### src/rtl/ak4619_tdm_target.sv
// ak4619_tdm_target
//   Emulates the CODEC end of the AK4619 TDM link. The master drives bick and
//   lrck; this block locks to the frame, deserializes DAC slots from sdin1 and
//   serializes ADC words onto sdout1.
//
// Ports
//   clk, rst              block clock (>= 4x bick), synchronous active-high reset
//   bick, lrck, sdin1     link inputs from the master, asynchronous to clk
//   sdout1                serial ADC data back to the master
//   sample_out0..3        received DAC words, one per slot, raw bit transport
//   sample_valid          one-clk pulse when sample_out0..3 update
//   sample_in0..3         ADC words to transmit, latched once per frame
//   locked                frame alignment established
//   frame_err             one-clk pulse on a misplaced lrck rise while locked
module ak4619_tdm_target #(
  parameter int W       = 16,
  parameter int SLOT_W  = 32,
  parameter int N_SLOTS = 4
) (
  input  logic         clk,
  input  logic         rst,
  input  logic         bick,
  input  logic         lrck,
  input  logic         sdin1,
  output logic         sdout1,
  output logic [W-1:0] sample_out0,
  output logic [W-1:0] sample_out1,
  output logic [W-1:0] sample_out2,
  output logic [W-1:0] sample_out3,
  output logic         sample_valid,
  input  logic [W-1:0] sample_in0,
  input  logic [W-1:0] sample_in1,
  input  logic [W-1:0] sample_in2,
  input  logic [W-1:0] sample_in3,
  output logic         locked,
  output logic         frame_err
);

  localparam int F       = SLOT_W * N_SLOTS;
  localparam int B_W     = $clog2(F + 1);
  localparam int N_PORTS = 4;
  localparam logic [B_W-1:0] LAST_IDX = B_W'(F - 1);

  localparam logic [1:0] ST_HUNT   = 2'd0;
  localparam logic [1:0] ST_ALIGN  = 2'd1;
  localparam logic [1:0] ST_LOCKED = 2'd2;

  // Input synchronizers; the third bick stage only serves edge detection.
  logic bick_meta_reg, bick_sync_reg, bick_dly_reg;
  logic lrck_meta_reg, lrck_sync_reg;
  logic sdin_meta_reg, sdin_sync_reg;

  always_ff @(posedge clk) begin
    if (rst) begin
      bick_meta_reg <= 1'b0;
      bick_sync_reg <= 1'b0;
      bick_dly_reg  <= 1'b0;
      lrck_meta_reg <= 1'b0;
      lrck_sync_reg <= 1'b0;
      sdin_meta_reg <= 1'b0;
      sdin_sync_reg <= 1'b0;
    end else begin
      bick_meta_reg <= bick;
      bick_sync_reg <= bick_meta_reg;
      bick_dly_reg  <= bick_sync_reg;
      lrck_meta_reg <= lrck;
      lrck_sync_reg <= lrck_meta_reg;
      sdin_meta_reg <= sdin1;
      sdin_sync_reg <= sdin_meta_reg;
    end
  end

  logic rise, fall;
  assign rise = bick_sync_reg & ~bick_dly_reg;
  assign fall = ~bick_sync_reg & bick_dly_reg;

  // b_reg holds the index of the most recent rise.
  logic [B_W-1:0] b_reg;
  logic           lrck_prev_reg;
  logic [1:0]     state_reg;
  logic           sample_valid_reg;
  logic           frame_err_reg;
  logic           sdout1_reg;

  logic           sync_ev;
  logic           well_placed;
  logic [B_W-1:0] idx_wrap;
  logic [B_W-1:0] idx_next;
  logic [B_W-1:0] rx_slot, rx_pos;
  logic [B_W-1:0] tx_slot, tx_pos;
  logic [1:0]     state_next;
  logic           err_next;
  logic           frame_end;
  logic           commit;

  logic [N_PORTS*W-1:0] sample_in_flat;
  logic [N_PORTS*W-1:0] tx_shadow_flat;
  logic [N_PORTS*W-1:0] rx_word_flat;
  logic [W-1:0]         tx_word;
  logic [W-1:0]         tx_shift;
  logic                 tx_bit;

  assign sample_in_flat = {sample_in3, sample_in2, sample_in1, sample_in0};

  always_comb begin
    sync_ev     = rise & lrck_sync_reg & ~lrck_prev_reg;
    // A sync is correctly placed when the free-running index would wrap to 0.
    well_placed = (b_reg == LAST_IDX);
    idx_wrap    = well_placed ? '0 : b_reg + B_W'(1);
    idx_next    = sync_ev ? '0 : idx_wrap;

    rx_slot = idx_next / B_W'(SLOT_W);
    rx_pos  = idx_next % B_W'(SLOT_W);

    state_next = state_reg;
    err_next   = 1'b0;
    if (sync_ev) begin
      case (state_reg)
        ST_HUNT:   state_next = ST_ALIGN;
        ST_ALIGN:  if (well_placed) state_next = ST_LOCKED;
        ST_LOCKED: begin
          if (!well_placed) begin
            state_next = ST_ALIGN;
            err_next   = 1'b1;
          end
        end
        default:   state_next = ST_HUNT;
      endcase
    end

    frame_end = rise & (idx_next == LAST_IDX);
    commit    = frame_end & (state_reg == ST_LOCKED);

    // On a fall, drive the bit the master will sample at the next rise.
    tx_slot = idx_wrap / B_W'(SLOT_W);
    tx_pos  = idx_wrap % B_W'(SLOT_W);
    tx_word = '0;
    for (int i = 0; i < N_PORTS; i++) begin
      if (tx_slot == B_W'(i)) tx_word = tx_shadow_flat[i*W +: W];
    end
    tx_shift = tx_word << tx_pos;
    tx_bit   = (tx_pos < B_W'(W)) ? tx_shift[W-1] : 1'b0;
  end

  always_ff @(posedge clk) begin
    if (rst) begin
      b_reg            <= '0;
      lrck_prev_reg    <= 1'b0;
      state_reg        <= ST_HUNT;
      sample_valid_reg <= 1'b0;
      frame_err_reg    <= 1'b0;
      sdout1_reg       <= 1'b0;
    end else begin
      sample_valid_reg <= commit;
      frame_err_reg    <= err_next;
      if (rise) begin
        b_reg         <= idx_next;
        lrck_prev_reg <= lrck_sync_reg;
        state_reg     <= state_next;
      end
      // Silence the line as soon as alignment is lost.
      if (state_next != ST_LOCKED) begin
        sdout1_reg <= 1'b0;
      end else if (fall) begin
        sdout1_reg <= tx_bit;
      end
    end
  end

  // Per-slot receive shifter, committed word and transmit shadow.
  genvar gi;
  generate
    for (gi = 0; gi < N_PORTS; gi++) begin : g_slot
      logic [W-1:0] rx_shift_reg;
      logic [W-1:0] rx_shift_next;
      logic [W-1:0] rx_word_reg;
      logic [W-1:0] tx_shadow_reg;

      always_comb begin
        rx_shift_next = rx_shift_reg;
        if (rise && rx_slot == B_W'(gi) && rx_pos < B_W'(W)) begin
          rx_shift_next = (rx_shift_reg << 1) | W'(sdin_sync_reg);
        end
      end

      always_ff @(posedge clk) begin
        if (rst) begin
          rx_shift_reg  <= '0;
          rx_word_reg   <= '0;
          tx_shadow_reg <= '0;
        end else begin
          rx_shift_reg <= rx_shift_next;
          // Commit includes the bit shifted on this same rise.
          if (commit) rx_word_reg <= rx_shift_next;
          if (frame_end) tx_shadow_reg <= sample_in_flat[gi*W +: W];
        end
      end

      assign rx_word_flat[gi*W +: W]   = rx_word_reg;
      assign tx_shadow_flat[gi*W +: W] = tx_shadow_reg;
    end
  endgenerate

  assign sample_out0  = rx_word_flat[0*W +: W];
  assign sample_out1  = rx_word_flat[1*W +: W];
  assign sample_out2  = rx_word_flat[2*W +: W];
  assign sample_out3  = rx_word_flat[3*W +: W];
  assign sample_valid = sample_valid_reg;
  assign frame_err    = frame_err_reg;
  assign locked       = (state_reg == ST_LOCKED);
  assign sdout1       = sdout1_reg;

endmodule

### config.mk
export PLATFORM = sky130hd
export DESIGN_NAME = ak4619_tdm_target
export DESIGN_NICKNAME = d
export VERILOG_FILES = /design/src/rtl/ak4619_tdm_target.sv
export SDC_FILE = /design/constraint.sdc
export NUM_CORES = 1
export LEC_CHECK = 0
export BUFFER_PORTS_ARGS = -buffer_cell sky130_fd_sc_hd__buf_2
export CORE_UTILIZATION = 45
export DETAILED_ROUTE_END_ITERATION = 10
export PLACE_DENSITY = 0.67
export SLEW_MARGIN = 20
export SYNTH_ARGS = -nofsm -noshare
export SYNTH_HDL_FRONTEND = slang
export SYNTH_SLANG_ARGS = --single-unit
export TNS_END_PERCENT = 20
### constraint.sdc
create_clock -name clk -period 5.1 [get_ports clk]
set_input_delay 0.765 -clock clk [delete_from_list [all_inputs] [get_ports clk]]
set_output_delay 0.765 -clock clk [all_outputs]
set_load 0.02 [all_outputs]
==> reports/metrics.csv, run 1 <==
metric,value,unit
status,finished clean,
syn_area,0.008324,mm²
chipHeight,138.0,µm
maxCapViolCount,0,
drt_pre_antenna_iters,5,
fmax,288.3,MHz
insertion_delay,0.52,ns
rsz0062_at_grt,no,
final_common_cell,dfxtp_1,
syn_area_per_cell,8.903,µm²
fp.dieArea,0.01905,mm²
worstSetupEndpoint,sample_out1[8]$_SDFFE_PP0P_,
leakage,3.957,nW
drt_iter0_drc,441,
cts_tree,built,
ioPinCount,137,
synth-main-ff-cell,dfxtp_1,
r2r-end,sample_out1[8]$_SDFFE_PP0P_,
grt_first_pass_wirelength,31250,µm
wl,18830,µm
synth_simple_gate_area_share,18.25,%
crit_slowest_cell,dfxtp_1,
yosys-top-cells-area,"dfxtp_1 51%, mux2i_1 9.6%, nand2_1 7.1%",
area_growth,18.07,%
synthDominantCellAreaShare,51.23,%
tightest_slew,1.067,ns
holdCritPathClass,flip-flop to flip-flop,
cts_buffers,23,
rows,49,
path_max_fanout,16,
grt.overflow.total,0,
slew_headroom,28.63,%
max_stage_delay,0.52,ns
clock-root-buffer,clkbuf_16,
hold_viol,0,
critPathLaunch,b_reg[5]$_SDFFE_PP0P_,
placed_area,0.009029,mm²
clk_path_buf_depth,3,
cp_num_buf_inv,1,
cts_hold_buf,0,
die_width,138.0,µm
num_vias,6718,
stdcell_area,0.009828,mm²
timing.final.crit_share,68.02,%
drive_gt1_share,18.56,%
setup_viol,0,
dp_hpwl,12170,µm
critPathRequiredTime,5.46,ns
synth_xor_area_share,0.3156,%
post_cts_buffers,0,
skew,0.01405,ns
async_flop_share,0,%
syn-num-nets,1005,
post-route-min-period,3.469,ns
cts.sinks,213,
clk_pin_slew_worst_paths,0.06,ns
drv_slew,0,
ys_seq_area_share,51.23,%
vdd_drop_max,0.2428,mV
startpoint_type,flip-flop,
cp_top_family,simple AND/OR/NAND/NOR gates,
start_util,46.18,%
coreArea,0.01802,mm²
worst-endpoint-arrival,3.83,ns
muxShareOfSynthArea,10.30,%
gp_congestion,0.8335,
grt_pass1_vias,6255,
r2r_slack,1.63,ns
worstPathCellList,nand4_1 > o21ai_2 > nand2_1 > o22a_1 > inv_1 > nand3_2 > mux2i_1 > a211oi_1,
antenna_found_initial,1,
synth_top_cell_by_area,dfxtp_1,
power.density,351.1,mW/mm²
cts-resized-gates,0,
track_usage,19.49,%
synth_seq_cells,213,
finalNetCount,1098,
port_buffers,136,
synth_fa_ha_area_share,0.1503,%
r2r-start,b_reg[5]$_SDFFE_PP0P_,
drc,0,
path_depth,8,
yosys_warnings,0,
r2r_cells,8,
final_cell_mix,"213 x dfxtp_1, 157 x nand2_1, 150 x nor2_1",
ys_types,60,
worstSetupEndpointType,flip-flop,
h-tree-depth,1,
synth-compound-area-share,15.23,%
synth_top_family_by_area,simple AND/OR/NAND/NOR gates,
synth_edf_count,0,
grt_max_degree,129,
path_class,flip-flop to flip-flop,
wl_per_cell,14.77,µm
setup_tns,0,ns
syn_inst,935,
antenna_left,0,
vias_per_cell,5.269,
==> kinds of logic (layout without fill, tap and decap cells) <==
family,count (synthesis),in the layout
AO/OA/AOI/OAI,187,187
XOR/XNOR,3,3
adder cells (fa/ha/maj),1,1
buffers and inverters,83,193
flip-flops,213,213
multiplexers,84,84
other,0,1
AND/OR/NAND/NOR,364,364
==> cells in the mapped netlist (2+ instances only) <==
cell type and number:
nand3b_1 2, mux2i_1 80, a2111oi_0 2, nand3_1 7, a21oi_1 76, nor3_1 7, nor2_1 151, nand4_1 6
dfxtp_1 213, o31a_1 2, a22oi_1 4, a211o_1 2, mux2_2 2, a211oi_1 69, nand2_1 157, o31ai_1 2
clkbuf_1 35, o21ai_0 3, buf_2 35, buf_4 4, nor2b_1 8, nand2b_1 5, inv_1 7, and3_1 7
xor2_1 2, a31oi_1 3, o21ai_1 2, o221ai_1 5, o2111ai_1 2, nor4_1 5
==> how the worst min path moves through the flow <==
stage                                  start                        to  slack, ns  depth (start not counted)
floorplan           bick_meta_reg$_SDFF_PP0_  bick_sync_reg$_SDFF_PP0_       0.41                          1
global placement    lrck_meta_reg$_SDFF_PP0_  lrck_sync_reg$_SDFF_PP0_       0.42                          1
detailed placement  lrck_meta_reg$_SDFF_PP0_  lrck_sync_reg$_SDFF_PP0_       0.43                          1
CTS                 lrck_meta_reg$_SDFF_PP0_  lrck_sync_reg$_SDFF_PP0_       0.44                          1
global route                           sdin1  sdin_meta_reg$_SDFF_PP0_       0.45                          2
finish              lrck_meta_reg$_SDFF_PP0_  lrck_sync_reg$_SDFF_PP0_       0.43                          1
==> through the flow <==
step	total power (W)	hold WS, ns	worst slack, ns	cells	utilization, %
4_1_cts	0.003489	0.4362	1.509	1274	54.48
2_1_floorplan	0.001752	0.4138	2.389	935	-
3_3_place_gp	0.001790	0.4190	1.626	1232	50.09
6_report	0.003451	0.4323	1.631	1275	54.53
5_1_grt	0.003575	0.4546	1.344	1274	54.51
3_5_place_dp	0.001791	0.4266	1.506	1232	50.09
==> cell type report <==
class	instances	area [µm²]
Fill cell	1722	8197
Timing Repair Buffer	143	752.0
Clock inverter	7	100.1
Tap cell	229	286.5
Multi-Input combinational cell	639	3702
Inverter	8	30.03
Clock buffer	35	690.7
Sequential cell	213	4264
Antenna cell	1	2.502
==> report_power, final <==
part           internal (W)  switching [W]  total [W]
Clock               0.00104       0.000658    0.00170
Combinational     0.0000323      0.0000501  0.0000824
Sequential          0.00167     0.00000383    0.00167
Total               0.00274       0.000712    0.00345
==> per-layer routing <==
metal	wire, µm	up-vias	global-route usage (%)	part of all wire [%]
met1	8942	3148	26.20	47
met5	0	-	0	0
met2	8563	126	31.42	45
met3	1028	25	4.572	5.5
met4	294	0	5.032	1.6
li1	-	3419	-	-
==> worst reg2reg max path: stages, from the launching register on <==
cell and delay, ns:
dfxtp_1 0.52, nand4_1 0.49, o21ai_2 0.51, nand2_1 0.35, o22a_1 0.36, inv_1 0.10, nand3_2 0.46, mux2i_1 0.42
a211oi_1 0.11
Power figures use the tool's default switching activity.
==> run 2, diff against run 1 <==
Settings changed: ABC_AREA set to 1, PLACE_DENSITY 0.67 to 0.69.
Clock period 5.1 ns to 3.1 ns, I/O delays scaled along.
==> run 2 against run 1 <==
Via count up 9.4%; core utilization grew 0.43 points; global-route usage grew 0.44 points; fmax increased by 23%; critical path depth grew 4; clock skew shrank 0.0072 ns; power up 66%; clock-buffer cell count shrank 5; critical endpoint is now sample_out0[1]$_SDFFE_PP0P_; cell count grew 15%; synthesized cell count up 18%; register-to-register slack got worse by 1.4 ns; die area increased by 3.9%; largest power group is now sequential cells.
==> reports/metrics.csv, run 2 <==
metric,value,unit,change
status,finished clean,,unchanged
path_class,flip-flop to flip-flop,,unchanged
holdCritStartpoint,bick,,was lrck_meta_reg$_SDFF_PP0_
worst_slack,0.2759,ns,was 1.631 ns
ys_seq_area_share,49.27,%,was 51.23%
rsz0062_at_grt,yes,,was no
port_buffers,136,,unchanged
synth_edf_count,0,,unchanged
critPathLaunch,b_reg[0]$_SDFFE_PP0P_,,was b_reg[5]$_SDFFE_PP0P_
n_antenna_cell,0,,was 1
syn_area_per_cell,7.832,µm²,was 8.903 µm²
setup_tns,0,ns,unchanged
worstSetupEndpointType,flip-flop,,unchanged
drc,0,,unchanged
crit_top_cell,nand2_1,,
crit_slowest_cell,nor3_1,,was dfxtp_1
cp_top_family,simple AND/OR/NAND/NOR gates,,unchanged
ioPinCount,137,,unchanged
clk_path_buf_depth,3,,unchanged
drive_gt1_share,20.52,%,was 18.56%
startpoint_type,flip-flop,,unchanged
yosys_warnings,0,,unchanged
async_flop_share,0,%,unchanged
synth_top_cell_by_area,dfxtp_1,,unchanged
drt_pre_antenna_iters,5,,unchanged
start_util,46.11,%,was 46.18%
r2r_slack,0.28,ns,was 1.63 ns
chipHeight,140.7,µm,was 138.0 µm
cts_tree,built,,unchanged
met1_usage,26.39,%,was 26.20%
grt_first_pass_wirelength,32600,µm,was 31250 µm
gp_congestion,0.8925,,was 0.8335
syn_inst,1105,,was 935
synth-main-ff-cell,dfxtp_1,,unchanged
top_usage_layer,met2,,unchanged
cts_hold_buf,0,,unchanged
min_to,bick_meta_reg$_SDFF_PP0_,,was lrck_sync_reg$_SDFF_PP0_
switching_share,21.26,%,was 20.63%
yosys-top-cells-area,"dfxtp_1 49%, nor2_1 7.0%, o21ai_0 6.8%",,"was dfxtp_1 51%, mux2i_1 9.6%, nand2_1 7.1%"
grt.overflow.total,0,,unchanged
fillers,1788,,was 1722
r2r-start,b_reg[0]$_SDFFE_PP0P_,,was b_reg[5]$_SDFFE_PP0P_
skew,0.006878,ns,was 0.01405 ns
synth_most_common_cell,dfxtp_1,,unchanged
max_stage_delay,0.55,ns,was 0.52 ns
leakage,4.544,nW,was 3.957 nW
maxCapViolCount,0,,unchanged
final_cell_mix,"213 x dfxtp_1, 161 x nor2_1, 149 x nand2_1",,"was 213 x dfxtp_1, 157 x nand2_1, 150 x nor2_1"
slew_headroom,44.54,%,was 28.63%
antenna_found_initial,0,,was 1
finalNetCount,1290,,was 1098
num_vias,7349,,was 6718
seqPwrFrac,48.2,%,was 48.4%
insertion_delay,0.50,ns,was 0.52 ns
path_max_fanout,71,,was 16
worstPathCellList,ha_1 > nand2_1 > nor2_2 > or2_2 > nand2_1 > nor3_1 > nand4_4 > nor2_4 > buf_12 > nand2_1 > o211ai_1 > inv_1,,was nand4_1 > o21ai_2 > nand2_1 > o22a_1 > inv_1 > nand3_2 > mux2i_1 > a211oi_1
fp.dieArea,0.01979,mm²,was 0.01905 mm²
cts.sinks,213,,unchanged
wl_per_cell,13.71,µm,was 14.77 µm
hold_viol,0,,unchanged
ys_types,37,,was 60
power.density,555.0,mW/mm²,was 351.1 mW/mm²
grt_util_met3,3.329,%,was 4.572%
fmax,354.1,MHz,was 288.3 MHz
holdCritPathClass,input pin to flip-flop,,was flip-flop to flip-flop
post-route-min-period,2.824,ns,was 3.469 ns
antenna_left,0,,unchanged
min_path_cells,3,,was 1
drt_iter0_drc,388,,was 441
syn-num-nets,1175,,was 1005
clock-root-buffer,clkbuf_16,,unchanged
dp_worst_setup_slack,0.3187,ns,was 1.506 ns
pwr-share-clk,47.5,%,was 49.2%
netSwitchingPower,0.001217,W,was 0.0007118 W
clk_pin_slew_worst_paths,0.06,ns,about the same
tightest_slew,0.8319,ns,was 1.067 ns
synthDominantCellAreaShare,49.27,%,was 51.23%
vdd_drop_max,0.4052,mV,was 0.2428 mV
setup_viol,0,,unchanged
rows,50,,was 49
synth_seq_cells,213,,unchanged
use_met2,33.67,%,was 31.42%
hold_ws,0.1692,ns,was 0.4323 ns
syn_area,0.008655,mm²,was 0.008324 mm²
area_growth,19.18,%,was 18.07%
grt_pass1_vias,6840,,was 6255
track_usage,19.93,%,was 19.49%
critPathRequiredTime,3.49,ns,was 5.46 ns
final_common_cell,dfxtp_1,,unchanged
worst-endpoint-arrival,3.21,ns,was 3.83 ns
r2r-end,sample_out0[1]$_SDFFE_PP0P_,,was sample_out1[8]$_SDFFE_PP0P_
comb_power_share,4.3,%,was 2.4%
coreArea,0.01877,mm²,was 0.01802 mm²
h-tree-depth,1,,unchanged
cp_num_buf_inv,2,,was 1
r2r_cells,12,,was 8
synth.top_cells.by_count,"213 x dfxtp_1, 162 x nor2_1, 149 x nand2_1",,"was 213 x dfxtp_1, 157 x nand2_1, 151 x nor2_1"
dp_hpwl,13160,µm,was 12170 µm
cts_buffers,22,,was 23
grt_max_degree,103,,was 129
wl,20110,µm,was 18830 µm
die_width,140.7,µm,was 138.0 µm
internal_power,0.004508,W,was 0.002739 W
vias_per_cell,5.010,,was 5.269
timing.final.crit_share,91.10,%,was 68.02%
drv_slew,0,,unchanged
## run 2: area by class of cell
type	count	area, µm²	share of cell area [%]
clock inverter	7	121.4	1.177
tap	234	292.8	2.838
timing repair buffer	159	903.4	8.758
sequential	213	4264	41.34
multi-input combinational	697	3621	35.10
clock buffer	30	630.6	6.114
inverter	127	481.7	4.670
## run 2: power groups by stage
stage	Clock, W	Combinational, W	Sequential, W
6_report	0.00272	0.000244	0.00276
3_3_place_gp	0	0.000243	0.00282
4_1_cts	0.00278	0.000244	0.00276
3_5_place_dp	0	0.000242	0.00282
2_1_floorplan	0	0.000152	0.00282
5_1_grt	0.00289	0.000274	0.00276
## run 2: logic make-up after synthesis
kind of cell	share of synthesized area [%]
AO/OA/AOI/OAI	16.71
adder cells (fa/ha/maj)	0.1445
buffers and inverters	9.412
flip-flops	49.27
multiplexers	3.354
AND/OR/NAND/NOR	21.11
## run 2: what timing repair did
action | CTS | global route
setup endpoints to repair | 0 | 3
buffers inserted | 0 | 0
resized for setup | 0 | 3
## run 2: how the worst max path moves through the flow
stage | to | slack, ns | depth (start not counted)
2_1_floorplan | sample_out2[13]$_SDFFE_PP0P_ | 0.78 | 15
3_5_place_dp | sample_out0[1]$_SDFFE_PP0P_ | 0.32 | 13
6_report | sample_out0[1]$_SDFFE_PP0P_ | 0.28 | 12
5_1_grt | sample_out1[7]$_SDFFE_PP0P_ | -0.05 | 12
4_1_cts | sample_out1[7]$_SDFFE_PP0P_ | 0.31 | 12
3_3_place_gp | sdout1$_SDFFE_PP0P_ | 0.38 | 17
## run 2: worst min-delay path, cell delays in order
cell	delay, ns
buf_2	0.07
inv_1	0.03
nor2_1	0.06
## run 2: metrics by stage
stage / total power (W) / instances / area (µm²) / utilization (%)
2_1_floorplan: 0.002972 / 1105 / 8655 / -
3_3_place_gp: 0.003064 / 1429 / 9538 / 50.82
3_5_place_dp: 0.003063 / 1429 / 9538 / 50.82
4_1_cts: 0.005782 / 1466 / 10290 / 54.83
5_1_grt: 0.005923 / 1467 / 10310 / 54.96
6_report: 0.005725 / 1467 / 10310 / 54.96
## run 2: routing by layer
layer  part of all wire [%]  vias up  wire length (µm)
met5                      0        -                 0
met4                    1.9        0               378
met3                    4.9       31               988
met2                     46      157              9153
met1                     48     3322              9594
li1                       -     3839                 -
